**src/rtl/vga_timing_gen.sv**
```systemverilog
// vga_timing_gen: video timing generator (syncs, DE, pixel coordinates,
// line/frame strobes) advancing one pixel per CLK cycle with EN high.
// Optional colour-bar test pattern on RGB: define VGA_TIMING_GEN_TPG_EN.
// Without it RGB is tied to zero.
module vga_timing_gen #(
    parameter int unsigned H_ACTIVE  = 640,
    parameter int unsigned H_FP      = 16,
    parameter int unsigned H_SYNC    = 96,
    parameter int unsigned H_BP      = 48,
    parameter int unsigned V_ACTIVE  = 480,
    parameter int unsigned V_FP      = 10,
    parameter int unsigned V_SYNC    = 2,
    parameter int unsigned V_BP      = 33,
    parameter bit          HS_POL    = 1'b0,
    parameter bit          VS_POL    = 1'b0,
    parameter int unsigned CTR_WIDTH = 10
) (
    input  logic                 CLK,
    input  logic                 RST,
    input  logic                 EN,
    output logic                 HSYNC,
    output logic                 VSYNC,
    output logic                 DE,
    output logic [CTR_WIDTH-1:0] X,
    output logic [CTR_WIDTH-1:0] Y,
    output logic                 LINE_START,
    output logic                 FRAME_START,
    output logic [23:0]          RGB
);

    // Region states shared by the horizontal and vertical FSMs
    localparam logic [1:0] ST_ACTIVE = 2'd0;
    localparam logic [1:0] ST_FRONT  = 2'd1;
    localparam logic [1:0] ST_SYNC   = 2'd2;
    localparam logic [1:0] ST_BACK   = 2'd3;

    // Region order: ACTIVE -> FRONT -> SYNC -> BACK -> ACTIVE
    function automatic logic [1:0] next_state(input logic [1:0] st);
        case (st)
            ST_ACTIVE: return ST_FRONT;
            ST_FRONT:  return ST_SYNC;
            ST_SYNC:   return ST_BACK;
            default:   return ST_ACTIVE;
        endcase
    endfunction

    // Horizontal region length minus one (residual count loaded on entry)
    function automatic logic [CTR_WIDTH-1:0] h_len_m1(input logic [1:0] st);
        case (st)
            ST_ACTIVE: return CTR_WIDTH'(H_ACTIVE - 1);
            ST_FRONT:  return CTR_WIDTH'(H_FP - 1);
            ST_SYNC:   return CTR_WIDTH'(H_SYNC - 1);
            default:   return CTR_WIDTH'(H_BP - 1);
        endcase
    endfunction

    // Vertical region length minus one, in lines
    function automatic logic [CTR_WIDTH-1:0] v_len_m1(input logic [1:0] st);
        case (st)
            ST_ACTIVE: return CTR_WIDTH'(V_ACTIVE - 1);
            ST_FRONT:  return CTR_WIDTH'(V_FP - 1);
            ST_SYNC:   return CTR_WIDTH'(V_SYNC - 1);
            default:   return CTR_WIDTH'(V_BP - 1);
        endcase
    endfunction

    logic [1:0]           h_state_q, h_state_d;
    logic [CTR_WIDTH-1:0] h_rem_q, h_rem_d;
    logic [CTR_WIDTH-1:0] h_cnt_q, h_cnt_d;
    logic                 h_wrap_c;

    logic [1:0]           v_state_q, v_state_d;
    logic [CTR_WIDTH-1:0] v_rem_q, v_rem_d;
    logic [CTR_WIDTH-1:0] v_cnt_q, v_cnt_d;

    logic                 active_c;

    logic [CTR_WIDTH-1:0] x_q, x_d;
    logic [CTR_WIDTH-1:0] y_q, y_d;
    logic                 de_q, de_d;
    logic                 hsync_q, hsync_d;
    logic                 vsync_q, vsync_d;
    logic                 line_start_q, line_start_d;
    logic                 frame_start_q, frame_start_d;

    // Horizontal next state: step residual count, change region on expiry
    always_comb begin
        h_state_d = h_state_q;
        h_rem_d   = h_rem_q;
        h_cnt_d   = h_cnt_q;
        h_wrap_c  = 1'b0;
        if (EN) begin
            if (h_rem_q == '0) begin
                h_state_d = next_state(h_state_q);
                h_rem_d   = h_len_m1(next_state(h_state_q));
            end else begin
                h_rem_d = h_rem_q - CTR_WIDTH'(1);
            end
            if ((h_state_q == ST_BACK) && (h_rem_q == '0)) begin
                h_wrap_c = 1'b1;
                h_cnt_d  = '0;
            end else begin
                h_cnt_d = h_cnt_q + CTR_WIDTH'(1);
            end
        end
    end

    // Horizontal state register
    always_ff @(posedge CLK) begin
        if (RST) begin
            h_state_q <= ST_ACTIVE;
            h_rem_q   <= CTR_WIDTH'(H_ACTIVE - 1);
            h_cnt_q   <= '0;
        end else begin
            h_state_q <= h_state_d;
            h_rem_q   <= h_rem_d;
            h_cnt_q   <= h_cnt_d;
        end
    end

    // Vertical next state: only moves on the cycle the line wraps
    always_comb begin
        v_state_d = v_state_q;
        v_rem_d   = v_rem_q;
        v_cnt_d   = v_cnt_q;
        if (h_wrap_c) begin
            if (v_rem_q == '0) begin
                v_state_d = next_state(v_state_q);
                v_rem_d   = v_len_m1(next_state(v_state_q));
            end else begin
                v_rem_d = v_rem_q - CTR_WIDTH'(1);
            end
            if ((v_state_q == ST_BACK) && (v_rem_q == '0)) begin
                v_cnt_d = '0;
            end else begin
                v_cnt_d = v_cnt_q + CTR_WIDTH'(1);
            end
        end
    end

    // Vertical state register
    always_ff @(posedge CLK) begin
        if (RST) begin
            v_state_q <= ST_ACTIVE;
            v_rem_q   <= CTR_WIDTH'(V_ACTIVE - 1);
            v_cnt_q   <= '0;
        end else begin
            v_state_q <= v_state_d;
            v_rem_q   <= v_rem_d;
            v_cnt_q   <= v_cnt_d;
        end
    end

    assign active_c = (h_state_q == ST_ACTIVE) && (v_state_q == ST_ACTIVE);

    // Output decode of the current (h,v), loaded on EN cycles; strobes self-clear
    always_comb begin
        x_d           = x_q;
        y_d           = y_q;
        de_d          = de_q;
        hsync_d       = hsync_q;
        vsync_d       = vsync_q;
        line_start_d  = 1'b0;
        frame_start_d = 1'b0;
        if (EN) begin
            x_d           = h_cnt_q;
            y_d           = v_cnt_q;
            de_d          = active_c;
            hsync_d       = (h_state_q == ST_SYNC) ? HS_POL : ~HS_POL;
            vsync_d       = (v_state_q == ST_SYNC) ? VS_POL : ~VS_POL;
            line_start_d  = (h_cnt_q == '0);
            frame_start_d = (h_cnt_q == '0) && (v_cnt_q == '0);
        end
    end

    // Output registers
    always_ff @(posedge CLK) begin
        if (RST) begin
            x_q           <= '0;
            y_q           <= '0;
            de_q          <= 1'b0;
            hsync_q       <= ~HS_POL;
            vsync_q       <= ~VS_POL;
            line_start_q  <= 1'b0;
            frame_start_q <= 1'b0;
        end else begin
            x_q           <= x_d;
            y_q           <= y_d;
            de_q          <= de_d;
            hsync_q       <= hsync_d;
            vsync_q       <= vsync_d;
            line_start_q  <= line_start_d;
            frame_start_q <= frame_start_d;
        end
    end

    assign X           = x_q;
    assign Y           = y_q;
    assign DE          = de_q;
    assign HSYNC       = hsync_q;
    assign VSYNC       = vsync_q;
    assign LINE_START  = line_start_q;
    assign FRAME_START = frame_start_q;

`ifdef VGA_TIMING_GEN_TPG_EN
    // Bar width in pixels; kept at least one so tiny active widths still work
    localparam int unsigned BAR_W = ((H_ACTIVE / 8) > 0) ? (H_ACTIVE / 8) : 1;

    // Colour-bar palette: white, yellow, cyan, green, magenta, red, blue, black
    function automatic logic [23:0] bar_colour(input logic [2:0] idx);
        case (idx)
            3'd0:    return 24'hFFFFFF;
            3'd1:    return 24'hFFFF00;
            3'd2:    return 24'h00FFFF;
            3'd3:    return 24'h00FF00;
            3'd4:    return 24'hFF00FF;
            3'd5:    return 24'hFF0000;
            3'd6:    return 24'h0000FF;
            default: return 24'h000000;
        endcase
    endfunction

    logic [CTR_WIDTH-1:0] bar_pix_q, bar_pix_d;
    logic [2:0]           bar_idx_q, bar_idx_d;
    logic [23:0]          rgb_q, rgb_d;

    // Bar position tracks h without a divider; restarts at every line wrap
    always_comb begin
        bar_pix_d = bar_pix_q;
        bar_idx_d = bar_idx_q;
        rgb_d     = rgb_q;
        if (EN) begin
            rgb_d = active_c ? bar_colour(bar_idx_q) : 24'h0;
            if (h_wrap_c) begin
                bar_pix_d = '0;
                bar_idx_d = 3'd0;
            end else if (h_state_q == ST_ACTIVE) begin
                if (bar_pix_q == CTR_WIDTH'(BAR_W - 1)) begin
                    bar_pix_d = '0;
                    if (bar_idx_q != 3'd7) begin
                        bar_idx_d = bar_idx_q + 3'd1;
                    end
                end else begin
                    bar_pix_d = bar_pix_q + CTR_WIDTH'(1);
                end
            end
        end
    end

    // Test-pattern registers, aligned with the timing outputs
    always_ff @(posedge CLK) begin
        if (RST) begin
            bar_pix_q <= '0;
            bar_idx_q <= 3'd0;
            rgb_q     <= 24'h0;
        end else begin
            bar_pix_q <= bar_pix_d;
            bar_idx_q <= bar_idx_d;
            rgb_q     <= rgb_d;
        end
    end

    assign RGB = rgb_q;
`else
    assign RGB = 24'h0;
`endif

endmodule
```
**config.mk**
```make
export PLATFORM = sky130hd
export DESIGN_NAME = vga_timing_gen
export DESIGN_NICKNAME = d
export VERILOG_FILES = /design/src/rtl/vga_timing_gen.sv
export SDC_FILE = /design/constraint.sdc
export NUM_CORES = 1
export LEC_CHECK = 0
export CAP_MARGIN = 10
export CORE_MARGIN = 2
export CORE_UTILIZATION = 50
export DETAILED_ROUTE_END_ITERATION = 7
export GPL_TIMING_DRIVEN = 1
export PLACE_DENSITY = 0.74
export SLEW_MARGIN = 20
export SYNTH_ARGS = -nofsm -noshare
export SYNTH_HDL_FRONTEND = slang
export SYNTH_SLANG_ARGS = --single-unit
export TNS_END_PERCENT = 10
```
**constraint.sdc**
```tcl
create_clock -name CLK -period 2.75 [get_ports CLK]
set_input_delay 0.4125 -clock CLK [delete_from_list [all_inputs] [get_ports CLK]]
set_output_delay 0.4125 -clock CLK [all_outputs]
set_load 0.02 [all_outputs]
```
* Word-level counts from Yosys, hierarchy flattened
Cells that the tools add are included.
** Word-level totals
- Flip-flop bits (word level) :: 69
- Bits in latches :: 0
- Memory bits (writable) :: 0
- Memory bits (read-only) :: 0
- Output and inout bits :: 49
- Memories kept :: 0
** Operators by class
- $add $sub $neg :: 4
- Multipliers :: 0
- Div/mod/pow operators :: 0
- $lt $le $gt $ge :: 0
- Eq/ne operators :: 10
- Shift-type cells :: 0
- Muxes and demuxes :: 16
- Bitwise logic cells :: 1
- Reductions and logical operators :: 15
** Operators by type and width (number)
- 10-bit zero test :: 4
- 10-bit 2-to-1 mux :: 4
- 10-bit one-hot mux with 3 select lines :: 1
- 9-bit one-hot mux with 3 select lines :: 1
- 10-bit by 1-bit adder with 10-bit output, second input constant :: 2
- 10-bit by 1-bit subtractor with 10-bit output, second input constant :: 2
- 2-bit equality test, second input constant :: 6
- 2-bit one-hot mux with 3 select lines :: 2
- 2-bit by 1-bit equality test with 1-bit output, second input constant :: 4
- 2-bit zero test :: 4
- 2-bit 2-to-1 mux :: 4
- 1-bit logical AND :: 4
- 1-bit 2-to-1 mux :: 4
- 2-bit AND reduction :: 2
- 2-bit OR reduction :: 1
- 1-bit inverter :: 1

* Depth between registers and ports, before layout
- Depth in word-level cells :: 8
- Depth in mapped cells :: 8
- Mapped depth without buffers :: 6

* Worst setup path after synthesis
OpenSTA, ideal clock, no wires.
- Kind :: in2reg
- Start point :: input port EN
- End point :: register v_rem_q[8]
- Library setup time :: 0.062 ns
- Arrival time :: 2.032 ns
- Slack :: 0.656 ns
- Stages :: 7
- Cell sequence :: buf_2 > nand4bb_1 > buf_2 > or4_1 > clkbuf_2 > or4_1 > nand3_1
** On the way
- Word-level cells in the longest chain between the ends :: 1
** RTL lines
- from (decl) :: RTL line 20 : input logic EN,
- 1-bit 2-to-1 mux :: RTL line 92 : if (EN) begin
- to (signal assigned) :: RTL line 145 : v_rem_q <= CTR_WIDTH'(V_ACTIVE - 1);
- to (signal assigned) :: RTL line 149 : v_rem_q <= v_rem_d;
- to (decl) :: RTL line 73 : logic [CTR_WIDTH-1:0] v_rem_q, v_rem_d;
Every way passes these cells.
A chain may end at the register's enable or synchronous reset.

* Worst setup path after layout
- Start point :: register v_rem_q[0]
- End point :: register v_rem_q[2]
** On the way
- Word-level cells in the longest chain between the ends :: 2
- Elaborated cells between the ends (all ways) :: 3
** RTL lines
- 10-bit by 1-bit subtractor with 10-bit output or 10-bit zero test (tied branches) :: RTL line 131, 127
- 10-bit 2-to-1 mux * :: RTL line 127 : if (v_rem_q == '0) begin
Mark *: on every way between the ends. The rest lies on a longest branch, timed or not.

==> results_dict.tcl <==
set metrics [dict create \
    drc_errors 0 \
    r2r-start "v_rem_q[0]$_SDFFE_PP1P_" \
    p_seq_frac 0.494 \
    p_sw_frac 0.2432 \
    antenna_found_initial 0 \
    postRouteWirelength_um 7432 \
    rsz0062_at_grt "no" \
    fin_crit_ps 2357 \
    grt_pass1_wl_um 12390 \
    rows 30 \
    r2r_cells 6 \
    ant_nets 0 \
    track_usage 0.2040 \
    place_hpwl_um 5033 \
    synth_top_area_frac 0.3919 \
    p_clk_frac 0.453 \
    hold_buffers 0 \
    cts_tree "built" \
    seq_area_frac_synth 0.3919 \
    r2r_end "v_rem_q[2]$_SDFFE_PP1P_" \
    fin_skew_ps 10.79 \
    fin_tns_setup_ps 0 \
    avgRoutedWirePerCell_um 14.02 \
    finalSetupViolations 0 \
    hp-class "register to register" \
    dr_wl_met2_um 3653 \
    clk_pin_slew_worst_paths_ps 80 \
    maxSlewViolCount 0 \
    cts_resized 0 \
    synth_area_leaders "dfxtp_1 (39%), mux2i_1 (6.2%), buf_4 (5.1%), ha_1 (5.0%), nor2_1 (4.7%)" \
    antenna_cells 0 \
    area_growth_pct 13.63 \
    crit_arrival_ps 2590 \
    internal-power_mw 1.554 \
    synth_cells 406 \
    power_density_mw_per_mm2 512.7 \
    hold_violations 0 \
    start_util 0.5188 \
    yosysWarnings 0 \
    post_cts_buffers 0 \
    wl_met3_um 334 \
    die_y_um 87.96 \
    layout_commonest_cell "dfxtp_1" \
    die-area_mm2 0.007737 \
    rrSetupSlack_ps 390 \
    cp.required_ps 2980 \
    clk_path_buf_depth 2 \
    power.total_mw 2.053 \
    vias 2951 \
    place_congestion 0.7988 \
    startpoint "v_rem_q[0]$_SDFFE_PP1P_" \
    grt_pass1_vias 2695 \
    grt_max_degree 49 \
    criticalPathCategory "register to register" \
    avgSynthCellArea_um2 8.681 \
    synthFlopType "dfxtp_1" \
    nFillCells 601 \
    cts_buffers 9 \
    synth_edf_count 0 \
    io_pins 52 \
    first_iter_violations 140 \
    netlist_area_mm2 0.003525 \
    synth_cell_types 54 \
    drive_above_1_share 0.07604 \
    synth-seq-cells 69 \
    fin_util 0.5895 \
    fp.dieW_um 87.96 \
    htree_levels 3 \
    worst_slew_pin_slew_ps 759.7 \
    post-route-period-util 0.8572 \
    grt-ovfl-total 0 \
    synth-async-reset-ratio 0 \
    port_buffers 27 \
    end_kind "register" \
    wl_met1_um 3293 \
    clock_latency_ps 350 \
    routed.top_layer "met4" \
    via_per_inst 5.568 \
    synth.largest_area_cell "dfxtp_1" \
    slew_headroom 0.4889 \
    p_switching_mw 0.4995 \
    clock-sinks 69 \
    fp.coreArea_mm2 0.006794 \
    p_leak_nw 1.523 \
    cp_max_fo 7 \
    p_comb_frac 0.053 \
    cap_violations 0 \
    clock.fmax_mhz 424.2 \
    cp-endpoint "v_rem_q[2]$_SDFFE_PP1P_" \
    cts_root_buf "clkbuf_8" \
    final_cell_mix "dfxtp_1 (69), nor2_1 (44), nor3_1 (25), clkdlybuf4s50_1 (25), conb_1 (24)" \
    status "finished, final reports clean" \
    nets 446 \
    start_kind "register" \
    peakVddDrop_mv 0.4431 \
    drt_pre_antenna_iters 4 \
]
==> cells by family (layout without fill, tap and decap cells) <==
family | count (synthesis) | count (layout) | synth area share
AO/OA/AOI/OAI | 62 | 62 | 0.1250
XOR/XNOR | 13 | 13 | 0.03230
adder cells (fa/ha/maj) | 14 | 14 | 0.04970
buffers and inverters | 65 | 70 | 0.09868
flip-flops | 69 | 69 | 0.3919
multiplexers | 23 | 23 | 0.06567
other | 1 | 24 | 0.001064
AND/OR/NAND/NOR | 159 | 159 | 0.2357
==> area by class of cell <==
cell class / count / area, um2 / share of cell area
clock buffer: 10 / 127.6 / 0.03186
clock inverter: 6 / 92.59 / 0.02312
inverter: 18 / 67.56 / 0.01687
multi-input combinational: 295 / 1888 / 0.4714
sequential: 69 / 1381 / 0.3449
tap: 96 / 120.1 / 0.02999
timing repair buffer: 36 / 327.8 / 0.08185
==> Yosys cell counts, types with 2 or more instances <==
master	count
inv_1	18
buf_4	24
nand2_1	23
nor3_1	25
xnor2_1	8
dfxtp_1	69
a211o_1	3
nand4_1	10
nor4b_1	4
nand3_1	13
nor4_1	7
and4_1	6
a32o_1	7
nand2b_1	4
a21o_1	2
and2_1	2
or4_1	3
and3_1	4
o31ai_1	4
o21bai_1	2
ha_1	14
clkbuf_1	14
or3_1	3
mux2i_1	22
nor3b_1	5
o21ai_0	10
o211ai_1	8
buf_1	4
a2bb2oi_1	2
nor2_1	44
xor2_1	5
a21oi_1	13
buf_2	3
==> worst min-delay path by stage <==
stage / startpoint / to / slack (ps) / cells past startpoint
after floorplan: h_rem_q[0]$_SDFFE_PP1P_ / h_rem_q[0]$_SDFFE_PP1P_ / 480 / 2
after global placement: DE$_SDFFE_PP0P_ / DE$_SDFFE_PP0P_ / 470 / 2
after detailed placement: DE$_SDFFE_PP0P_ / DE$_SDFFE_PP0P_ / 470 / 2
after CTS: DE$_SDFFE_PP0P_ / DE$_SDFFE_PP0P_ / 490 / 2
after global routing: VSYNC$_SDFFE_PP1P_ / VSYNC$_SDFFE_PP1P_ / 520 / 2
final: DE$_SDFFE_PP0P_ / DE$_SDFFE_PP0P_ / 480 / 2
==> flip-flops by register name, indices dropped and copies added (netlist names), 2 cells and up <==
| signal | count |
|---|---|
| X | 10 |
| Y | 10 |
| h_cnt_q | 10 |
| h_rem_q | 10 |
| h_state_q | 2 |
| v_cnt_q | 10 |
| v_rem_q | 10 |
| v_state_q | 2 |
==> routing by layer <==
metal | vias to the layer above | track usage
li1 | 1446 | -
met4 | 0 | 0.09930
met1 | 1408 | 0.2563
met2 | 80 | 0.3320
met5 | - | 0
met3 | 17 | 0.04430
==> worst max-delay path, stage by stage (launching register included) <==
cell     delay (ps)
dfxtp_1         340
inv_1           100
ha_1            270
or3b_2          480
nor4_1          650
nor4b_1         120
a211o_1         290
==> per-stage QoR <==
| step | area, um2 | instances | worst slack (ps) | hold slack, ps |
|---|---|---|---|---|
| 2_1_floorplan | 3611 | 429 | 655.7 | 479.2 |
| 3_3_place_gp | 3785 | 514 | 561.2 | 465.8 |
| 3_5_place_dp | 3785 | 514 | 467.5 | 472.1 |
| 4_1_cts | 4005 | 530 | 438.0 | 490.5 |
| 5_1_grt | 4005 | 530 | 218.9 | 517.3 |
| 6_report | 4005 | 530 | 392.8 | 482.8 |
==> power groups by stage <==
stage / Clock (mW) / Combinational (mW) / Sequential, mW
6_report: 0.929 / 0.109 / 1.01
5_1_grt: 0.990 / 0.121 / 1.02
4_1_cts: 0.941 / 0.109 / 1.01
3_5_place_dp: 0 / 0.108 / 1.04
3_3_place_gp: 0 / 0.107 / 1.04
2_1_floorplan: 0 / 0.108 / 1.04
Note: power is estimated with default switching activity, not from simulation.
